<file path="src/rtl/ahb_fifo_core.sv">
// ahb_fifo_core -- synchronous FIFO sitting behind an AHB slave interface.
//
// One storage word per slot, pointers carry an extra wrap bit so full and
// empty come straight from pointer comparison. Pop data is registered, so a
// word appears on rdata with rvalid one cycle after the accepted fiford.
//
// Ports:
//   hclk, hreset   clock, synchronous active-high reset
//   fifowr, wdata  push request and data
//   fiford         pop request
//   rdata, rvalid  registered pop data and its valid strobe
//   full, empty    occupancy flags (from registered pointers)
//   almost_full    count >= AF_LEVEL (registered)
//   almost_empty   count <= AE_LEVEL (registered)
//   count          occupancy 0..DEPTH
//   err_clr        clears sticky error flags
//   overflow       sticky: push rejected
//   underflow      sticky: pop rejected
//
// Build option: define FIFO_ERR_FLAGS_EN to get the sticky overflow/underflow
// registers; otherwise they are tied low and err_clr is ignored.

module ahb_fifo_core #(
    parameter int DWIDTH   = 32,
    parameter int AWIDTH   = 4,
    parameter int AF_LEVEL = (1 << AWIDTH) - 2,
    parameter int AE_LEVEL = 2
) (
    input  logic              hclk,
    input  logic              hreset,
    input  logic              fifowr,
    input  logic [DWIDTH-1:0] wdata,
    input  logic              fiford,
    output logic [DWIDTH-1:0] rdata,
    output logic              rvalid,
    output logic              full,
    output logic              empty,
    output logic              almost_full,
    output logic              almost_empty,
    output logic [AWIDTH:0]   count,
    input  logic              err_clr,
    output logic              overflow,
    output logic              underflow
);

    localparam int DEPTH = 1 << AWIDTH;

    logic [DWIDTH-1:0] mem [DEPTH];

    logic [AWIDTH:0]   wr_ptr_q, wr_ptr_d;
    logic [AWIDTH:0]   rd_ptr_q, rd_ptr_d;
    logic [AWIDTH:0]   count_q,  count_d;
    logic [DWIDTH-1:0] rdata_q;
    logic              rvalid_q;
    logic              af_q, ae_q;
    logic              push, pop;

    assign full  = (wr_ptr_q[AWIDTH-1:0] == rd_ptr_q[AWIDTH-1:0]) &&
                   (wr_ptr_q[AWIDTH] != rd_ptr_q[AWIDTH]);
    assign empty = (wr_ptr_q == rd_ptr_q);

    // A pop frees a slot in the same cycle, so a push into a full FIFO is
    // fine when it is paired with a pop.
    assign pop  = fiford && !empty;
    assign push = fifowr && (!full || pop);

    always_comb begin
        wr_ptr_d = push ? wr_ptr_q + 1'b1 : wr_ptr_q;
        rd_ptr_d = pop  ? rd_ptr_q + 1'b1 : rd_ptr_q;
        count_d  = count_q;
        case ({push, pop})
            2'b10:   count_d = count_q + 1'b1;
            2'b01:   count_d = count_q - 1'b1;
            default: count_d = count_q;
        endcase
    end

    // Storage is deliberately not reset.
    always_ff @(posedge hclk) begin
        if (push) mem[wr_ptr_q[AWIDTH-1:0]] <= wdata;
    end

    always_ff @(posedge hclk) begin
        if (hreset) begin
            wr_ptr_q <= '0;
            rd_ptr_q <= '0;
            count_q  <= '0;
            rdata_q  <= '0;
            rvalid_q <= 1'b0;
            af_q     <= 1'b0;
            ae_q     <= 1'b1;
        end else begin
            wr_ptr_q <= wr_ptr_d;
            rd_ptr_q <= rd_ptr_d;
            count_q  <= count_d;
            rvalid_q <= pop;
            if (pop) rdata_q <= mem[rd_ptr_q[AWIDTH-1:0]];
            af_q     <= (int'(count_d) >= AF_LEVEL);
            ae_q     <= (int'(count_d) <= AE_LEVEL);
        end
    end

    assign rdata        = rdata_q;
    assign rvalid       = rvalid_q;
    assign count        = count_q;
    assign almost_full  = af_q;
    assign almost_empty = ae_q;

`ifdef FIFO_ERR_FLAGS_EN
    logic ovf_q, udf_q;

    // Setting wins over clearing in the same cycle.
    always_ff @(posedge hclk) begin
        if (hreset) begin
            ovf_q <= 1'b0;
            udf_q <= 1'b0;
        end else begin
            if (fifowr && !push) ovf_q <= 1'b1;
            else if (err_clr)    ovf_q <= 1'b0;
            if (fiford && !pop)  udf_q <= 1'b1;
            else if (err_clr)    udf_q <= 1'b0;
        end
    end

    assign overflow  = ovf_q;
    assign underflow = udf_q;
`else
    logic unused_err_clr;
    assign unused_err_clr = err_clr;
    assign overflow       = 1'b0;
    assign underflow      = 1'b0;
`endif

endmodule
</file>
<file path="config.mk">
export PLATFORM = sky130hd
export DESIGN_NAME = ahb_fifo_core
export DESIGN_NICKNAME = d
export VERILOG_FILES = /design/src/rtl/ahb_fifo_core.sv
export SDC_FILE = /design/constraint.sdc
export NUM_CORES = 1
export LEC_CHECK = 0
export ABC_AREA = 1
export BUFFER_PORTS_ARGS = -buffer_cell sky130_fd_sc_hd__buf_2
export CORE_ASPECT_RATIO = 1.4
export CORE_UTILIZATION = 50
export CTS_CLUSTER_DIAMETER = 100
export DETAILED_ROUTE_END_ITERATION = 10
export PLACE_DENSITY_LB_ADDON = 0.3
export SETUP_SLACK_MARGIN = 0.1
export SLEW_MARGIN = 10
export SYNTH_ARGS = -nofsm -noshare
export SYNTH_HDL_FRONTEND = slang
export SYNTH_SLANG_ARGS = --single-unit
</file>
<file path="constraint.sdc">
create_clock -name hclk -period 9.75 [get_ports hclk]
set_clock_uncertainty 0.1 [all_clocks]
set_input_delay 1.4625 -clock hclk [delete_from_list [all_inputs] [get_ports hclk]]
set_output_delay 1.4625 -clock hclk [all_outputs]
set_load 0.02 [all_outputs]
</file>
### Word-level counts from Yosys, hierarchy flattened

Memories as Yosys holds them, arrays and structs flattened. A register that Yosys moved wholly into a read port is not among the register bits.
Cells that the tools add are included.
Widths: inputs -> output; s select.

| word-level totals | value |
|---|---|
| word-level logic and storage cells | 27 |
| memories kept | 1 |
| bits of input ports | 37 |
| RAM bits | 512 |
| flip-flop bits (word level) | 18 |

Memories:

| name | words | width | read ports | clocked after Yosys merged registers in | write ports | RTL line | text |
|---|---|---|---|---|---|---|---|
| mem | 16 | 32 | 1 | 1 | 1 | 48 | `logic [DWIDTH-1:0] mem [DEPTH];` |

| cells by class | value |
|---|---|
| $add $sub $neg | 4 |
| reductions and logical operators | 6 |
| multiplexer cells | 3 |
| eq/ne operators | 5 |
| $lt $le $gt $ge | 2 |

Operators by type and width:

| kind | number |
|---|---|
| $add 5x1->5 const B | 3 |
| $pmux 5 s2 | 1 |
| $eq 5x5->1 | 1 |
| $ge 5x4->1 const B | 1 |
| $le 5x2->1 const B | 1 |
| $sub 5x1->5 const B | 1 |
| $eq 4x4->1 | 1 |
| $logic_and 1x1->1 | 3 |
| $eq 2x1->1 const B | 1 |
| $eq 2x2->1 const B | 1 |
| $logic_not 1->1 | 2 |
| $mux 1 | 2 |
| $logic_or 1x1->1 | 1 |
| $ne 1x1->1 | 1 |

### Longest topological paths before layout

Gate-level depths: netlist (run 1).

| logic depth | value |
|---|---|
| depth in word-level cells | 8 |
| gate-level depth with buffers | 18 |

### Least setup slack after synthesis (run 1)

OpenSTA, ideal clock, no wires.

| path | value |
|---|---|
| kind | input -> register |
| start point | input fifowr |
| end point | memory mem[11][0] (enable) |
| setup time | 0.421 ns |
| slack | 5.942 ns |
| path buffers | 0 |
| arrival | 3.287 ns |
| cell stages on the path | 4 |
| data required time | 9.229 ns |
| cell sequence | inv_1 -> a21oi_4 -> nand3_1 -> nor2_1 |

| between the ends | value |
|---|---|
| word-level cells in the longest chain between the ends | 3 |

RTL lines:

| element | RTL line | text |
|---|---|---|
| start: declaration | 31 | `input logic fifowr,` |
| $logic_and 1x1->1 | 65 | `assign push = fifowr && (!full \|\| pop);` |
| $mux 1 | 80 | `if (push) mem[wr_ptr_q[AWIDTH-1:0]] <= wdata;` |
| $mux 1 (implied by the code) | 80 |  |
| end: declaration | 48 |  |

Every way passes these cells.

### Final worst setup path (run 1)

| path | value |
|---|---|
| start point | register rd_ptr_q[1] |
| end point | output full |

| between the ends | value |
|---|---|
| word-level cells in the longest chain between the ends | 2 |

RTL lines:

| element | RTL line | text |
|---|---|---|
| start: declaration | 51 | `logic [AWIDTH:0] rd_ptr_q, rd_ptr_d;` |
| start signal: assignment | 94 | `rd_ptr_q <= rd_ptr_d;` |
| $eq 4x4->1 | 58 | `assign full = (wr_ptr_q[AWIDTH-1:0] == rd_ptr_q[AWIDTH-1:0]) &&` |
| $logic_and 1x1->1 | 58 |  |
| end: declaration | 36 | `output logic full,` |

Every way passes these cells.

==> results of run 1 <==
-- cells by family after synthesis --
family / after synthesis / share of synthesized area, %
simple gates: 414 / 7.88
buf+inv: 144 / 2.82
compound gates: 496 / 13.4
fa+ha+maj: 9 / 0.551
xor+xnor: 4 / 0.161
flops: 562 / 75.1
other cells: 1 / 0.0172
-- cell usage after synthesis, types with 2 or more instances --
| library cell | n |
|---|---|
| edfxtp_1 | 512 |
| nor2_1 | 290 |
| o21ai_0 | 283 |
| o22ai_1 | 77 |
| clkbuf_1 | 75 |
| nand2_1 | 61 |
| dfxtp_1 | 50 |
| o221ai_1 | 42 |
| nand3_1 | 36 |
| a21oi_1 | 33 |
| o211ai_1 | 31 |
| buf_2 | 25 |
| a221oi_1 | 23 |
| inv_1 | 23 |
| nand4_1 | 9 |
| ha_1 | 8 |
| buf_1 | 7 |
| inv_2 | 6 |
| nor2_2 | 5 |
| buf_4 | 4 |
| nand2_2 | 3 |
| xnor2_1 | 3 |
| buf_6 | 2 |
| nand3_2 | 2 |
| nand3_4 | 2 |
| nand3b_1 | 2 |
| o21ai_1 | 2 |
| o21ai_2 | 2 |
-- metrics by stage --
step / cells / util (%)
after floorplan: 1631 / -
after global placement: 2173 / 52.8
after detailed placement: 2173 / 52.8
after CTS: 2266 / 56.7
after global routing: 2268 / 56.7
final: 2269 / 56.7
-- layout by cell type, fill, tap and decap left out, types with 2 or more instances in the layout --
cell and instances:
nand3_1 36, clkinvlp_4 4, clkbuf_1 7, nand4_1 9, clkinv_2 10, dfxtp_1 47
diode_2 3, nand2_2 3, o21ai_0 283, bufinv_16 7, a221oi_1 23, nand3_4 2
o22ai_1 77, xnor2_1 3, edfxtp_1 512, o21ai_1 2, a21oi_1 33, nor2_4 17
nor2_2 4, nand3b_1 2, clkinv_1 9, nand2_1 61, ha_1 8, clkbuf_16 51
o21ai_2 2, buf_2 77, nor2_1 274, conb_1 2, nand3_2 2, o211ai_1 31
buf_4 27, inv_2 6, o221ai_1 42, dfxtp_4 2, inv_6 4, inv_1 22
-- worst max-delay path, cell delays in order (launching register included) --
cell	delay, ns
dfxtp_4	0.70
inv_2	0.48
nand2_1	0.16
nand2_1	0.07
nor2_2	0.20
nand2_1	0.09
nor2_2	0.20
buf_2	0.21
-- cell type report --
type	count	share of cell area (%)
clock inverter	34	1.47
multi-input combinational	925	20.2
tap	552	2.83
sequential	562	67.2
antenna	3	0.0308
inverter	30	0.492
clock buffer	59	5.40
timing repair buffer	104	2.41
-- path summary, 6_finish.rpt --
path / cells past startpoint / from / to / slack, ns
worst max-delay path: 7 / rd_ptr_q[1] / full / 5.45
worst min-delay path: 2 / rdata[13] / rdata[13] / 0.40
worst max register to register: 9 / rd_ptr_q[0] / rdata[7] / 5.80
worst min register to register: 2 / rdata[13] / rdata[13] / 0.40
-- power breakdown --
group / switching [uW] / internal, uW / total (uW)
combinational: 449 / 184 / 633
clock: 857 / 1150 / 2010
sequential: 49.2 / 2680 / 2730
-- registers in the layout, indices dropped and copies added (netlist names) --
signal,count
rdata,32
count,5
almost_empty,1
almost_full,1
rvalid,1
rd_ptr_q,5
wr_ptr_q,5
mem,512
-- layer usage --
layer / vias to the layer above / wire (um) / GRT usage, %
met5: - / 0 / 0
met4: 0 / 1710 / 9.47
met3: 125 / 3740 / 2.96
met2: 587 / 27500 / 41.9
met1: 6859 / 20100 / 30.0
li1: 6223 / - / -
==> results.md, run 1 <==
- Status: finished clean
- 1st-pass router iterations: 5
- Fraction of final layout cells sized beyond drive strength 1: 13.1%
- Setup TNS: 0 ns
- Worst hold slack: 0.399 ns
- Number of DRC markers in iteration 0: 1609
- Post-synth top area share: 70.6%
- Highest clock rate: 233 MHz
- Placement Cell Area: 0.0227 mm^2
- Smallest setup slack after layout: 5.45 ns
- Root Driver: clkbuf_16
- Placement Setup Slack: 5.70 ns
- Post-route DRC: 0
- Avg Inst Size Synth: 13.4 um^2
- Maxcap violations: 0
- Cell variety after synth: 40
- Cell Pwr Density: 220 mW/mm^2
- HP Class: flop to flop
- Multi-input logic area: 0.00493 mm^2
- Die ar.: 0.0444 mm^2
- Detail Placement HPWL: 25.6 mm
- Final net count: 1719
- Initial Util: 50.7%
- Final hold vios: 0
- Clk_lat worst skew: 0.58 ns
- Cells after Synth: 1630
- Area contributors post-synth: edfxtp_1 71%, o21ai_0 6.5%, nor2_1 5.0%
- FFs w/ async S/R, synth: 0%
- RSZ-0062 raised after global routing: no
- Setup violations, final: 0
- Largest net degree at the start of global routing: 113
- Mapped cell area: 0.0218 mm^2
- Core ar.: 0.0430 mm^2
- Htree depth: 2
- Total grt overflow: 0
- TritonCTS Buffers: 50
- TritonCTS clock tree: done
- Clk slew on worst S/H paths: 0.07 ns
- Worst-Margin Slew: 1.14 ns
- PortBufs: 77
- Seq/Total Area, Yosys: 75.1%
- Die Y: 249 um
- Post-Route WL: 53.0 mm
- Post-synth EDFFs: 512
- #FFs+latches synth: 562
- Leakage: 0.00811 uW
- Placer congestion estimate: 0.736
- Worst VDD drop: 0.142 mV
- Die X: 178 um
- Via count: 13794
- WL per Instance: 23.4 um
- Post-cts resize count: 0
- Synthesis Warnings: 0
- First-pass GRT wire length: 79.3 mm
- Initial antenna violation count: 2
- Vias in the first global route: 13552
- Fill cells: 3398
- Final Cycle Share: 44.1%
- Worst path arrival time: 2.73 ns
- Dominant cell type by area after synthesis: edfxtp_1
- Crit. End Element: primary output
- All-layer global routing usage: 24.0%
- Final Cell Area: 0.0244 mm^2
- Area Overhead vs Synth: 11.9%
- Antenna viol nets, final: 0
- Num ports: 81
- Worst Path Max Fanout: 46
- Synth Flop Type: edfxtp_1
- CTS Buffer Depth: 3
- Max Slew Vio Count: 0
- Setup crit start kind: flop
- Hold Buf Count CTS: 0
- Req. time, crit path: 8.19 ns
- Crit Path Category: flop to primary output
- Relative slew slack: 23.7%
- Clock Sinks: 562
- Vias per std cell: 6.08
- Row count: 90
- Register area: 0.0164 mm^2
- Final Power: 5380 uW
- Min Tclk post-route: 4.30 ns
- Post-CTS setup buffers: 0
Power figures use the tool's default switching activity.
==> run 2: changes to the inputs <==
Settings changed: ABC_AREA 1 to 0.
Clock period 9.75 ns to 3.6 ns, I/O delays scaled along.
==> results.md, run 2 <==
- Setup TNS: 0 ns (unchanged)
- Synthesis Warnings: 0 (unchanged)
- Post-Route WL: 44.4 mm (-16%)
- Final hold vios: 0 (unchanged)
- Placement Setup Slack: 0.624 ns (-5.07 ns)
- Compound-cell area share of the yosys netlist: 1.24% (-12 points)
- Max Slew Vio Count: 0 (unchanged)
- Crit. End Element: flop
- P_int: 11300 uW (+180%)
- Top Usage Layer GRT: met2
- Cells after Synth: 985 (-40%)
- Met1 GRT Util: 28.2% (-1.9 points)
- Flop pwr share: 50.3% (-0.5 points)
- TritonCTS Buffers: 51 (+2.0%)
- Req. time, crit path: 4.01 ns (-4.18 ns)
- Switching part of the total: 22.7% (-2.5 points)
- Root Driver: clkbuf_16
- Clock group share of total power: 36.9% (-0.5 points)
- Initial antenna violation count: 3 (+1)
- Worst path arrival time: 3.35 ns (+0.62 ns)
- Synth Area in Simple Gates: 2.42% (-5.5 points)
- Maxcap violations: 0 (unchanged)
- Clock Sinks: 562 (unchanged)
- Post-CTS setup buffers: 0 (unchanged)
- Post-synth EDFFs: 512 (unchanged)
- Multi-input logic area: 0.00490 mm^2 (-0.69%)
- Total grt overflow: 0 (unchanged)
- Final net count: 1146 (-33%)
- Mapped cell area: 0.0215 mm^2 (-1.5%)
- R2r endpoint: almost_empty
- Num ports: 81 (unchanged)
- Avg Inst Size Synth: 21.8 um^2 (+63%)
- Register area: 0.0164 mm^2 (about the same)
- Most instantiated cells after synthesis: 512 x edfxtp_1, 160 x mux4_2, 76 x nand2_1
- Comb power frac: 12.8% (+1.0 points)
- Die ar.: 0.0438 mm^2 (-1.5%)
- Highest clock rate: 340 MHz
- Post-route DRC: 0 (unchanged)
- Most common cell in the netlist: edfxtp_1
- M2 GR Usage: 36.0% (-5.9 points)
- Area share of xor/xnor cells in the synthesized design: 0.688% (+0.53 points)
- Worst VDD drop: 0.450 mV (+220%)
- Slowest cell on crit path: dfxtp_1
- Number of DRC markers in iteration 0: 995 (-38%)
- CTS Buffer Depth: 3 (unchanged)
- Area contributors post-synth: edfxtp_1 72%, mux4_2 17%, dfxtp_1 4.7%
- Cell variety after synth: 36 (-10%)
- Worst Path Max Fanout: 7 (-85%)
- Switching pwr: 3320 uW (+150%)
- Post-cts resize count: 0 (unchanged)
- Dominant cell type by area after synthesis: edfxtp_1
- Leakage: 0.00772 uW (-4.7%)
- 1st-pass router iterations: 5 (unchanged)
- Cell Pwr Density: 598 mW/mm^2 (+170%)
- Vias in the first global route: 10394 (-23%)
- Crit Path Category: flop to flop
- Largest net degree at the start of global routing: 132 (+17%)
- Min Tclk post-route: 2.94 ns
- Hold path startpoint: wdata[16]
- Placer congestion estimate: 0.723 (-1.8%)
- Bufs and invs on worst path: 0 (-2)
- Row count: 89 (-1.1%)
- WHS Endpoint: mem[4][16]
- Status: finished clean
- Vias per std cell: 5.92 (-2.6%)
- Met3 usage: 3.87% (+0.91 points)
- Area Overhead vs Synth: 13.9%
- #FFs+latches synth: 562 (unchanged)
- WL per Instance: 26.3 um (+12%)
- Htree depth: 2 (unchanged)
- All-layer global routing usage: 21.3% (-2.7 points)
- Synth Flop Type: edfxtp_1
- Cell mode on critical path: mux2i_1
- Fill cells: 2967 (-13%)
- Post-synth top area share: 71.6% (+1.1 points)
- Max FFs per register: 512 (unchanged)
- Commonest non-fill, non-tap cell in the layout: edfxtp_1
- Combinational family with the most area after synthesis: multiplexers
- Detail Placement HPWL: 23.0 mm (-10%)
- Setup crit start kind: flop
- Seq/Total Area, Yosys: 76.3% (+1.1 points)
- Setup violations, final: 0 (unchanged)
- FFs w/ async S/R, synth: 0% (unchanged)
- Crit path max-delay family: compound AO/OA/AOI/OAI gates
- Worst-Margin Slew: 0.955 ns (-0.190 ns)
- Initial Util: 50.9% (+0.21 points)
- Final Cycle Share: 81.7%
- Clk_lat worst skew: 0.57 ns (about the same)
- PortBufs: 77 (unchanged)
- Slowest cell delay on critical path: 0.45 ns (-0.25 ns)
- TritonCTS clock tree: done
- Synth Area in Adders: 0.559% (+0.0083 points)
- First-pass GRT wire length: 66.3 mm (-16%)
- Antenna viol nets, final: 0 (unchanged)
- Post-synthesis mux area share: 17.2% (+17 points)
- RSZ-0062 raised after global routing: no
- Worst path cell trace: xnor2_1 -> and4_1 -> a21oi_4 -> fa_1 -> a21o_1 -> a21oi_1 -> mux2i_1 -> mux2i_1 -> o2111a_1
- FF-to-FF Start: wr_ptr_q[0]
- HP Class: primary input to flop
- Worst Hold Path Cells: 1 (-1)
- Die Y: 247 um (-0.73%)
- Most frequent cells in the layout: 512 x edfxtp_1, 160 x mux4_2, 77 x buf_2, 76 x nand2_1, 53 x clkbuf_16
- Core ar.: 0.0422 mm^2 (-1.9%)
- Via count: 10003 (-27%)
- Reg2Reg Depth: 9 (unchanged)
- Clk slew on worst S/H paths: 0.07 ns (about the same)
- Die X: 177 um (-0.73%)
- Fraction of final layout cells sized beyond drive strength 1: 33.1% (+20 points)
- Relative slew slack: 35.3% (+12 points)
- R2r setup slk: 0.66 ns (-5.14 ns)
- Smallest setup slack after layout: 0.658 ns (-4.80 ns)
- Hold Buf Count CTS: 0 (unchanged)
## run 2: how the worst max path moves through the flow
stage | start | end | slack (ns) | cells after the start
CTS | wr_ptr_q[0] | almost_empty | 0.61 | 9
finish | wr_ptr_q[0] | almost_empty | 0.66 | 9
detailed placement | wr_ptr_q[0] | almost_empty | 0.62 | 9
global route | wr_ptr_q[0] | almost_empty | 0.41 | 9
global placement | wr_ptr_q[0] | almost_empty | 0.70 | 9
floorplan | rd_ptr_q[4] | mem[12][0] | 0.59 | 4
## run 2: power by group through the flow
stage | clock network [uW] | logic (uW) | registers [uW]
floorplan | 0 | 1360 | 7580
global placement | 0 | 1890 | 7480
detailed placement | 0 | 1910 | 7490
CTS | 5510 | 1920 | 7350
global route | 5760 | 2040 | 7360
finish | 5400 | 1870 | 7350
## run 2: layer usage
| layer | part of all wire [%] | wire, um |
|---|---|---|
| met2 | 52 | 22900 |
| met4 | 2.1 | 947 |
| met3 | 6.8 | 3000 |
| met5 | 0.050 | 22 |
| met1 | 39 | 17500 |
## run 2: final cells by class
type	instances	area share (%)
inverter	5	0.0768
tap	546	2.79
sequential	562	67.0
antenna	1	0.0102
multi-input combinational	364	20.0
clock buffer	74	6.03
clock inverter	21	0.839
timing repair buffer	116	3.18
## run 2: per-stage QoR
step	cell area (um^2)	power [uW]	hold WS [ns]	utilization (%)	std cells
floorplan	21500	8930	0.433	-	986
global placement	22800	9370	0.340	53.9	1593
detailed placement	22800	9410	0.345	53.9	1593
CTS	24400	14800	0.217	57.9	1688
global route	24400	15200	0.233	57.9	1688
finish	24400	14600	0.244	57.9	1689
## run 2: worst register-to-register path: stages (launching register included)
cell,delay (ns)
dfxtp_1,0.45
xnor2_1,0.16
and4_1,0.44
a21oi_4,0.16
fa_1,0.44
a21o_1,0.17
a21oi_1,0.17
mux2i_1,0.28
mux2i_1,0.32
o2111a_1,0.22
## run 2: cell families after synthesis
| family | after synthesis |
|---|---|
| simple gates | 124 |
| other cells | 1 |
| fa+ha+maj | 9 |
| mux | 167 |
| flops | 562 |
| buf+inv | 60 |
| xor+xnor | 16 |
| compound gates | 46 |
